## src/rtl/tbus_arbiter_if.sv

```systemverilog
// Request/grant/enable bundle between requesting logic, tbus_arbiter and the tri-state driver bank.
// master: the arbiter side; slave: requesters and driver cells.
interface tbus_arbiter_if #(
    parameter int unsigned N = 4
) ();
    logic [N-1:0] req;
    logic [N-1:0] gnt;
    logic [N-1:0] en;
    logic [N-1:0] en_bar;
    logic         busy;
    logic         tout;

    modport master (
        input  req,
        output gnt,
        output en,
        output en_bar,
        output busy,
        output tout
    );

    modport slave (
        output req,
        input  gnt,
        input  en,
        input  en_bar,
        input  busy,
        input  tout
    );
endinterface

```

## src/rtl/tbus_arbiter.sv

```systemverilog
// Round-robin arbiter and EN/EN_BAR sequencer for one tri-state bus net, with a dead gap between
// owners. Define TBUS_ARBITER_TIMEOUT_EN to end any tenure after HOLD_MAX cycles and pulse TOUT.
module tbus_arbiter #(
    parameter int unsigned N        = 4,
    parameter int unsigned DEAD     = 1,
    parameter int unsigned HOLD_MAX = 16
) (
    input  logic           clk_i,
    input  logic           rst_i,
    tbus_arbiter_if.master bus_io
);
    localparam int unsigned PtrW = $clog2(N);
    localparam bit ParamsOk = (N >= 2) && (N <= 8) && (DEAD >= 1) && (DEAD <= 15) &&
                              (HOLD_MAX >= 2) && (HOLD_MAX <= 255);

    if (!ParamsOk) begin : g_bad_params
        $error("tbus_arbiter: parameter out of range");
    end

    typedef enum logic [1:0] {
        StIdle,
        StDrive,
        StDead
    } state_e;

    state_e          state_q, state_d;
    logic [PtrW-1:0] ptr_q, ptr_d;
    logic [3:0]      dead_q, dead_d;
    logic [N-1:0]    gnt_q, gnt_d;
    logic [N-1:0]    en_q, en_d;
    logic [N-1:0]    en_bar_q, en_bar_d;
    logic            busy_q, busy_d;

    logic [N-1:0]    req;
    logic            win_valid;
    logic [PtrW-1:0] win_idx;
    logic [N-1:0]    win_onehot;
    logic [PtrW:0]   rr_idx;
    logic            do_grant;
    logic            do_release;

`ifdef TBUS_ARBITER_TIMEOUT_EN
    logic [7:0]      hold_q, hold_d;
    logic            tout_q, tout_d;
`endif

    assign req = bus_io.req;

    // Search starts just after the last owner and wraps, so the last owner is lowest priority.
    always_comb begin
        win_valid = 1'b0;
        win_idx   = ptr_q;
        rr_idx    = '0;
        for (int unsigned i = 1; i <= N; i++) begin
            rr_idx = {1'b0, ptr_q} + (PtrW+1)'(i);
            if (rr_idx >= (PtrW+1)'(N)) begin
                rr_idx = rr_idx - (PtrW+1)'(N);
            end
            if (!win_valid && req[rr_idx[PtrW-1:0]]) begin
                win_valid = 1'b1;
                win_idx   = rr_idx[PtrW-1:0];
            end
        end
    end

    assign win_onehot = {{(N-1){1'b0}}, 1'b1} << win_idx;

    always_comb begin
        state_d    = state_q;
        ptr_d      = ptr_q;
        dead_d     = dead_q;
        gnt_d      = gnt_q;
        en_d       = en_q;
        do_grant   = 1'b0;
        do_release = 1'b0;
`ifdef TBUS_ARBITER_TIMEOUT_EN
        hold_d     = hold_q;
        tout_d     = 1'b0;
`endif

        case (state_q)
            StIdle: begin
                do_grant = win_valid;
            end
            StDrive: begin
                // The pointer doubles as the owner index for the whole tenure.
                if (!req[ptr_q]) begin
                    do_release = 1'b1;
`ifdef TBUS_ARBITER_TIMEOUT_EN
                end else if (hold_q == 8'(HOLD_MAX)) begin
                    do_release = 1'b1;
                    tout_d     = 1'b1;
                end else begin
                    hold_d = hold_q + 8'd1;
`endif
                end
            end
            StDead: begin
                if (dead_q != 4'd0) begin
                    dead_d = dead_q - 4'd1;
                end else if (win_valid) begin
                    do_grant = 1'b1;
                end else begin
                    state_d = StIdle;
                end
            end
            default: begin
                state_d = StIdle;
            end
        endcase

        if (do_grant) begin
            state_d = StDrive;
            ptr_d   = win_idx;
            gnt_d   = win_onehot;
            en_d    = win_onehot;
`ifdef TBUS_ARBITER_TIMEOUT_EN
            hold_d  = 8'd1;
`endif
        end

        if (do_release) begin
            state_d = StDead;
            gnt_d   = '0;
            en_d    = '0;
            dead_d  = 4'(DEAD - 1);
`ifdef TBUS_ARBITER_TIMEOUT_EN
            hold_d  = 8'd0;
`endif
        end

        en_bar_d = ~en_d;
        busy_d   = (state_d != StIdle);
    end

    // Async reset drops every enable at once so the bus goes high-Z without waiting for a clock.
    always_ff @(posedge clk_i or posedge rst_i) begin
        if (rst_i) begin
            state_q  <= StIdle;
            ptr_q    <= PtrW'(N - 1);
            dead_q   <= 4'd0;
            gnt_q    <= '0;
            en_q     <= '0;
            en_bar_q <= '1;
            busy_q   <= 1'b0;
        end else begin
            state_q  <= state_d;
            ptr_q    <= ptr_d;
            dead_q   <= dead_d;
            gnt_q    <= gnt_d;
            en_q     <= en_d;
            en_bar_q <= en_bar_d;
            busy_q   <= busy_d;
        end
    end

`ifdef TBUS_ARBITER_TIMEOUT_EN
    always_ff @(posedge clk_i or posedge rst_i) begin
        if (rst_i) begin
            hold_q <= 8'd0;
            tout_q <= 1'b0;
        end else begin
            hold_q <= hold_d;
            tout_q <= tout_d;
        end
    end

    assign bus_io.tout = tout_q;
`else
    assign bus_io.tout = 1'b0;
`endif

    assign bus_io.gnt    = gnt_q;
    assign bus_io.en     = en_q;
    assign bus_io.en_bar = en_bar_q;
    assign bus_io.busy   = busy_q;
endmodule
```

## src/flat_wrapper.sv

```systemverilog
// flat-port wrapper written by rule: the top's interface ports become plain ports
module tbus_arbiter_flat 
#(
    parameter int unsigned N        = 4,
    parameter int unsigned DEAD     = 1,
    parameter int unsigned HOLD_MAX = 16
)
  (clk_i, rst_i, bus_io_req, bus_io_gnt, bus_io_en, bus_io_en_bar, bus_io_busy, bus_io_tout);
  tbus_arbiter_if #(.N(N)) bus_io_i ();
  input  logic clk_i;
  input  logic rst_i;
  input wire logic [$bits(bus_io_i.req)-1:0] bus_io_req;
  output wire logic [$bits(bus_io_i.gnt)-1:0] bus_io_gnt;
  output wire logic [$bits(bus_io_i.en)-1:0] bus_io_en;
  output wire logic [$bits(bus_io_i.en_bar)-1:0] bus_io_en_bar;
  output wire logic [$bits(bus_io_i.busy)-1:0] bus_io_busy;
  output wire logic [$bits(bus_io_i.tout)-1:0] bus_io_tout;
  assign bus_io_i.req = bus_io_req;
  assign bus_io_gnt = bus_io_i.gnt;
  assign bus_io_en = bus_io_i.en;
  assign bus_io_en_bar = bus_io_i.en_bar;
  assign bus_io_busy = bus_io_i.busy;
  assign bus_io_tout = bus_io_i.tout;
  tbus_arbiter #(.N(N), .DEAD(DEAD), .HOLD_MAX(HOLD_MAX)) u_core (.clk_i(clk_i), .rst_i(rst_i), .bus_io(bus_io_i));
endmodule
```

## config.mk

```make
export PLATFORM = sky130hd
export DESIGN_NAME = tbus_arbiter_flat
export DESIGN_NICKNAME = d
export VERILOG_FILES = /design/src/rtl/tbus_arbiter_if.sv /design/src/rtl/tbus_arbiter.sv /design/src/flat_wrapper.sv
export SDC_FILE = /design/constraint.sdc
export NUM_CORES = 1
export LEC_CHECK = 0
export CAP_MARGIN = 20
export CELL_PAD_IN_SITES_DETAIL_PLACEMENT = 1
export CELL_PAD_IN_SITES_GLOBAL_PLACEMENT = 1
export CORE_ASPECT_RATIO = 0.75
export CORE_UTILIZATION = 35
export CTS_CLUSTER_SIZE = 8
export DETAILED_ROUTE_END_ITERATION = 6
export HOLD_SLACK_MARGIN = 0.05
export PLACE_DENSITY_LB_ADDON = 0.1
export RECOVER_POWER = 25
export SYNTH_ARGS = -nofsm -noshare
export SYNTH_HDL_FRONTEND = slang
export SYNTH_SLANG_ARGS = --single-unit
```

## constraint.sdc

```tcl
create_clock -name clk_i -period 1.7 [get_ports clk_i]
set_clock_uncertainty 0.2 [all_clocks]
set_input_delay 0.51 -clock clk_i [delete_from_list [all_inputs] [get_ports clk_i]]
set_output_delay 0.51 -clock clk_i [all_outputs]
set_load 0.05 [all_outputs]
```

---- Word level (Yosys, flattened, before mapping) ----
Index checks and enable logic that the tools add are counted.
word-level totals
  input bits .............................. 6
  register bits ........................... 21
  output and inout bits ................... 14
operators by class
  $add $sub $neg .......................... 9
  order comparisons ....................... 9
  eq/ne operators ......................... 2
  mux-type cells .......................... 39
  bitwise logic cells ..................... 1
  shift operators ......................... 1
  reductions and logical operators ........ 14
operators by type and width
  cell                                                                   count
  4-bit 2-to-1 mux                                                       7
  2-bit 2-to-1 mux                                                       12
  2-bit by 3-bit < comparator with 1-bit output (second input constant)  5
  1-bit 2-to-1 mux                                                       13
  3-bit greater-or-equal comparator (second input constant)              4
  1-bit binary-select mux with 2-bit select                              5
  2-bit nonzero test                                                     4
  2-bit by 1-bit subtractor with 2-bit output (second input constant)    4
  2-bit by 2-bit adder with 3-bit output (second input constant)         2
  4-bit NOT                                                              1
  2-bit one-hot mux with 2 select lines                                  1
  4-bit nonzero test                                                     1
  1-bit by 2-bit << shifter with 4-bit output (first input constant)     1
  4-bit by 1-bit subtractor with 4-bit output (second input constant)    1
  2-bit by 1-bit adder with 3-bit output (second input constant)         1
  2-bit by 3-bit adder with 3-bit output (second input constant)         1
  1-bit logical AND                                                      3
  1-bit zero test                                                        3
  2-bit by 1-bit == test with 1-bit output (second input constant)       1
  2-bit == test (second input constant)                                  1
  2-bit zero test                                                        1
  1-bit one-hot mux with 2 select lines                                  1
  2-bit AND reduction                                                    1
  2-bit OR reduction                                                     1

---- Longest topological paths before layout ----
  depth after elaboration ................. 21
  gate-level depth with buffers ........... 7
  depth with buffers taken out ............ 7

---- Worst setup path before layout ----
Ideal clock, no wire load.
  path type ............................... flip-flop to flip-flop
  start ................................... register u_core.ptr_q[0]
  end ..................................... register u_core.en_q[1], in the netlist u_core.bus_io.en[1]
  library setup time ...................... 0.124 ns
  slack ................................... -0.163 ns
  data arrival time ....................... 1.538 ns
  cell stages (with the launch flop) ...... 5
  clock period less this slack ............ 1.863 ns
  cells stage by stage .................... dfstp_2 -> mux4_2 -> nor3_4 -> buf_6 -> a21oi_1
between the ends
  longest elaborated chain between the ends .. 20
  elaborated cells between the ends (all ways) .. 48
  those cells by class .................... 8 x add/sub; 4 x order compare; 1 x shift; 29 x mux; 6 x reduce/logical
ends and longest elaborated chain
  item                                                                                              line                                    RTL
  from (decl)                                                                                       tbus_arbiter.sv:27                      logic [PtrW-1:0] ptr_q, ptr_d;
  from (signal assigned)                                                                            tbus_arbiter.sv:140                     ptr_q <= PtrW'(N - 1);
  from (signal assigned)                                                                            tbus_arbiter.sv:148                     ptr_q <= ptr_d;
  2-bit by 1-bit adder with 3-bit output                                                            tbus_arbiter.sv:55                      rr_idx = {1'b0, ptr_q} + (PtrW+1)'(i);
  3-bit greater-or-equal comparator or 2-bit by 1-bit subtractor with 2-bit output (tied branches)  tbus_arbiter.sv:56, tbus_arbiter.sv:57
  2-bit 2-to-1 mux                                                                                  tbus_arbiter.sv:56                      if (rr_idx >= (PtrW+1)'(N)) begin
  1-bit binary-select mux with 2-bit select                                                         tbus_arbiter.sv:59                      if (!win_valid && req[rr_idx[PtrW-1:0]]) begin
  1-bit 2-to-1 mux (implied by the code)                                                            tbus_arbiter.sv:59
  1-bit 2-to-1 mux                                                                                  tbus_arbiter.sv:59
  1-bit zero test                                                                                   tbus_arbiter.sv:59
  1-bit logical AND                                                                                 tbus_arbiter.sv:59
  (+5 left out)                                                                                     --
  1-bit logical AND                                                                                 tbus_arbiter.sv:59
  1-bit 2-to-1 mux                                                                                  tbus_arbiter.sv:59
  1-bit 2-to-1 mux                                                                                  tbus_arbiter.sv:101                     end else if (win_valid) begin
  1-bit 2-to-1 mux                                                                                  tbus_arbiter.sv:99                      if (dead_q != 4'd0) begin
  1-bit one-hot mux with 2 select lines                                                             tbus_arbiter.sv:81                      case (state_q)
  4-bit 2-to-1 mux                                                                                  tbus_arbiter.sv:112                     if (do_grant) begin
  4-bit 2-to-1 mux *                                                                                tbus_arbiter.sv:122                     if (do_release) begin
  net u_core.en_d[1]                                                                                tbus_arbiter.sv:30                      logic [N-1:0] en_q, en_d;
  to (signal assigned)                                                                              tbus_arbiter.sv:151                     en_q <= en_d;
  to (decl)                                                                                         tbus_arbiter.sv:30
Mark *: on every way through the listed nets, which the timed path passes. The rest lies on a longest branch. The select of a mux whose other input is x is not followed.
A chain may end at the register's enable or synchronous reset.

---- Worst setup path after layout ----
  start ................................... input bus_io_req[3]
  end ..................................... register u_core.en_q[1], in the netlist u_core.bus_io.en[1]
between the ends
  longest elaborated chain between the ends .. 17
  elaborated cells between the ends (all ways) .. 32
  those cells by class .................... 1 x shift; 25 x mux; 6 x reduce/logical
ends and longest elaborated chain
  item                                       line                 RTL
  from (decl)                                flat_wrapper.sv:12   input wire logic [$bits(bus_io_i.req)-1:0] bus_io_req;
  1-bit binary-select mux with 2-bit select  tbus_arbiter.sv:59
  1-bit 2-to-1 mux (implied by the code)     tbus_arbiter.sv:59
  1-bit 2-to-1 mux                           tbus_arbiter.sv:59
  1-bit zero test                            tbus_arbiter.sv:59
  1-bit logical AND                          tbus_arbiter.sv:59
  1-bit 2-to-1 mux                           tbus_arbiter.sv:59
  1-bit zero test                            tbus_arbiter.sv:59
  1-bit logical AND                          tbus_arbiter.sv:59
  (+2 left out)                              --
  1-bit logical AND                          tbus_arbiter.sv:59
  1-bit 2-to-1 mux                           tbus_arbiter.sv:59
  1-bit 2-to-1 mux                           tbus_arbiter.sv:101
  1-bit 2-to-1 mux                           tbus_arbiter.sv:99
  1-bit one-hot mux with 2 select lines      tbus_arbiter.sv:81
  4-bit 2-to-1 mux                           tbus_arbiter.sv:112
  4-bit 2-to-1 mux *                         tbus_arbiter.sv:122
  net u_core.en_d[1]                         tbus_arbiter.sv:30
Marked as above.

==> qor.csv <==
stage;metric;value;unit
global_routing;GR Overflow Total;0;
clock_tree;CTS tree;yes;
floorplan;Chip Height;49.3;um
worst_setup_path;CP max FO;5;
power;Pwr Total;4.02;mW
clock_tree;Root Driver;clkbuf_8;
logic_synthesis;top cells by area, synth;dfrtp_1 (36%), dfstp_2 (15%), a21o_1 (4.3%);
power;PwrDens;2300;nW/um2
placement;Post-Place Cell Area;1510;um2
logic_synthesis;Synth async-reset ratio;100;%
drt;total number of vias;924;
sta;Final min period;1.96;ns
logic_synthesis;biggest area consumer among synthesized cells;dfrtp_1;
placement;RePlAce Congestion;0.708;
clock_tree;hold buffer count at CTS;0;
logic_synthesis;share of the synthesized area in the top cell type;35.9;%
placement;DP HPWL;2.08;mm
global_routing;met2 Track Usage GR;40.1;%
floorplan;io pins;20;
logic_synthesis;warnings from Yosys;0;
layout;synth-to-layout area growth;66.9;%
sta;Rel. slew slack;62.6;%
placement;IO Port Bufs;18;
drt;DRT Pass-1 Iters;3;
global_routing;initial antenna violation count;0;
sta;Fin. Hold Viols;0;
sta;worst-margin pin slew;0.561;ns
sta;peak clock frequency supported by timing;509;MHz
global_routing;largest net degree at the start of global routing;22;
layout;Core Util, Final;64.1;%
global_routing;first-pass GRT wire length;5.01;mm
drt;Post-Route WL;3.43;mm
sta;final setup vio count;21;
logic_synthesis;net count after synthesis;104;
worst_setup_path;Crit path required time;1.69;ns
sta;Final WS setup;-0.265;ns
status;failing checks;setup timing;
logic_synthesis;Yosys cell types;34;
logic_synthesis;Avg Inst Size Synth;10.9;um2
sta;period utilisation layout;116;%
logic_synthesis;Synth top cells by count;dfrtp_1 (15), nand2_1 (10), a21oi_1 (8), inv_1 (8);
power;P_leak;0.787;nW
placement;pre-CTS WS;-0.727;ns
floorplan;overall die width;65.1;um
worst_setup_path;WP data arrival;1.96;ns
logic_synthesis;Mapped Cells;96;
power;Max IR drop VDD;0.00105;V
clock_tree;TritonCTS sink count;21;
clock_tree;worst skew pair latency;0.26;ns
global_routing;grt peak-use layer;met2;
worst_setup_path;CP startpoint kind;input pin;
layout;Fill cells;286;
logic_synthesis;#FFs+latches synth;21;
floorplan;Starting Density;38.4;%
layout;fin nets;153;
worst_setup_path;crit path from;bus_io_req[3];
clock_tree;CTS Buffer Depth;2;
layout;Finished Cell Area;1750;um2
floorplan;row count;16;
drt;DRT antenna net count;0;
sta;Max Slew Vio Count;0;
floorplan;die area;3210;um2
global_routing;vias in the first global route;974;
clock_tree;H-tree lvl count;1;
run;Max Cap Violations;0;
min_path;hold_sp;u_core.ptr_q[1];
layout;layout cells sized above 1;59.0;%
min_path;HP Class;flop to flop;
global_routing;GRT Overall Usage;22.0;%
global_routing;GR Layer Usage met1;25.4;%
floorplan;Core Box Area;2720;um2
clock_tree;Reg clk slew, reported paths;0.08;ns
layout;n_diodes;0;
drt;1st-iter DRT viols;52;
worst_setup_path;Critical R2R Launch;u_core.dead_q[0];
drt;drt via density;5.13;
logic_synthesis;prevailing post-synth register cell;dfrtp_1;
worst_setup_path;CP endpoint kind;flop;
logic_synthesis;most frequent cell after synthesis;dfrtp_1;
logic_synthesis;Post-synth EDFFs;0;
clock_tree;CTS buffer count;3;
worst_setup_path;crit path kind;input pin to flop;
sta;Min Hold Slack;0.362;ns
drt;DRC violations left;0;
sta;RSZ-0062 raised after global routing;yes;
drt;DR WL/cell;19.0;um
global_routing;met3 Usage GRT;5.84;%
status;status;finished, violations left;
logic_synthesis;Seq/Total Area, Yosys;51.0;%
logic_synthesis;Post-Synthesis Cell Area;1050;um2
==> layer usage <==
| layer | up-vias | share of wire (%) | wire length, um |
|---|---|---|---|
| li1 | 417 | - | - |
| met1 | 486 | 43 | 1470 |
| met2 | 17 | 53 | 1810 |
| met3 | 4 | 3.4 | 117 |
| met4 | 0 | 0.76 | 26 |
| met5 | - | 0 | 0 |
==> critical path, stage by stage <==
cell and delay (ns):
clkdlybuf4s15_2 0.22, or4_4 0.55, o211ai_4 0.16, buf_4 0.19, buf_6 0.12, nand2_2 0.06
a21oi_1 0.15
==> final timing paths <==
| kind | to | slack, ns | cells after the start |
|---|---|---|---|
| setup / recovery | u_core.bus_io.en[1] | -0.26 | 7 |
| hold / removal | u_core.ptr_q[1] | 0.36 | 1 |
| setup reg to reg | u_core.bus_io.en_bar[3] | -0.25 | 7 |
| hold reg to reg | u_core.ptr_q[1] | 0.36 | 1 |
| max in group asynchronous | u_core.bus_io.en_bar[1] | 0.29 | 3 |
| min in group asynchronous | u_core.dead_q[3] | 0.62 | 3 |
==> kinds of logic after synthesis <==
kind of cell	share of synthesized area [%]
other cells	0.359
compound gates	17.5
simple gates	17.6
flops	51.0
mux	2.15
fa+ha+maj	2.39
xor+xnor	2.51
buf+inv	6.58
==> metrics by stage <==
stage,setup TNS (ns),cells
floorplan,-2.23,96
global placement,-12.57,164
detailed placement,-13.44,164
CTS,-4.07,177
global route,-5.66,180
finish,-4.63,180
==> report_power, final <==
part | internal [mW] | leakage (nW) | switching (mW)
combinational | 1.35 | 0.504 | 1.34
sequential | 0.756 | 0.258 | 0.232
clock | 0.164 | 0.0255 | 0.170
==> sequential cells by signal, summed over array words and instances, names as in the netlist <==
| register | count |
|---|---|
| u_core.state_q | 2 |
| u_core.bus_io.en_bar | 4 |
| u_core.bus_io.en | 4 |
| u_core.dead_q | 4 |
| u_core.ptr_q | 2 |
| u_core.bus_io.busy | 1 |
| u_core.bus_io.gnt | 4 |
==> cells in the final DEF, fill, tap and decap left out, types with 4 or more instances in the layout <==
| master | count |
|---|---|
| buf_6 | 8 |
| buf_4 | 20 |
| nand2_1 | 8 |
| a21o_1 | 6 |
| dfrtp_1 | 15 |
| a21oi_1 | 7 |
| inv_1 | 5 |
| buf_12 | 13 |
| nor2_1 | 4 |
| nand2_2 | 5 |
| dfstp_2 | 6 |
==> area by class of cell <==
| cell class | count | area, um2 | area share, % |
|---|---|---|---|
| clock buffers | 3 | 41.3 | 2.37 |
| flip-flops and latches | 21 | 533 | 30.5 |
| repair buffers | 47 | 554 | 31.8 |
| inverters | 8 | 30.0 | 1.72 |
| clock inverters | 1 | 5.00 | 0.287 |
| well taps | 36 | 45.0 | 2.58 |
| multi-input cells | 64 | 537 | 30.8 |
==> what timing repair did <==
item	4_1_cts	5_1_grt
buffers inserted	8	3
endpoints found under the setup margin	21	21
pin swaps	9	7
cloned	1	0
resized for setup	29	12
Power figures use the tool's default switching activity.
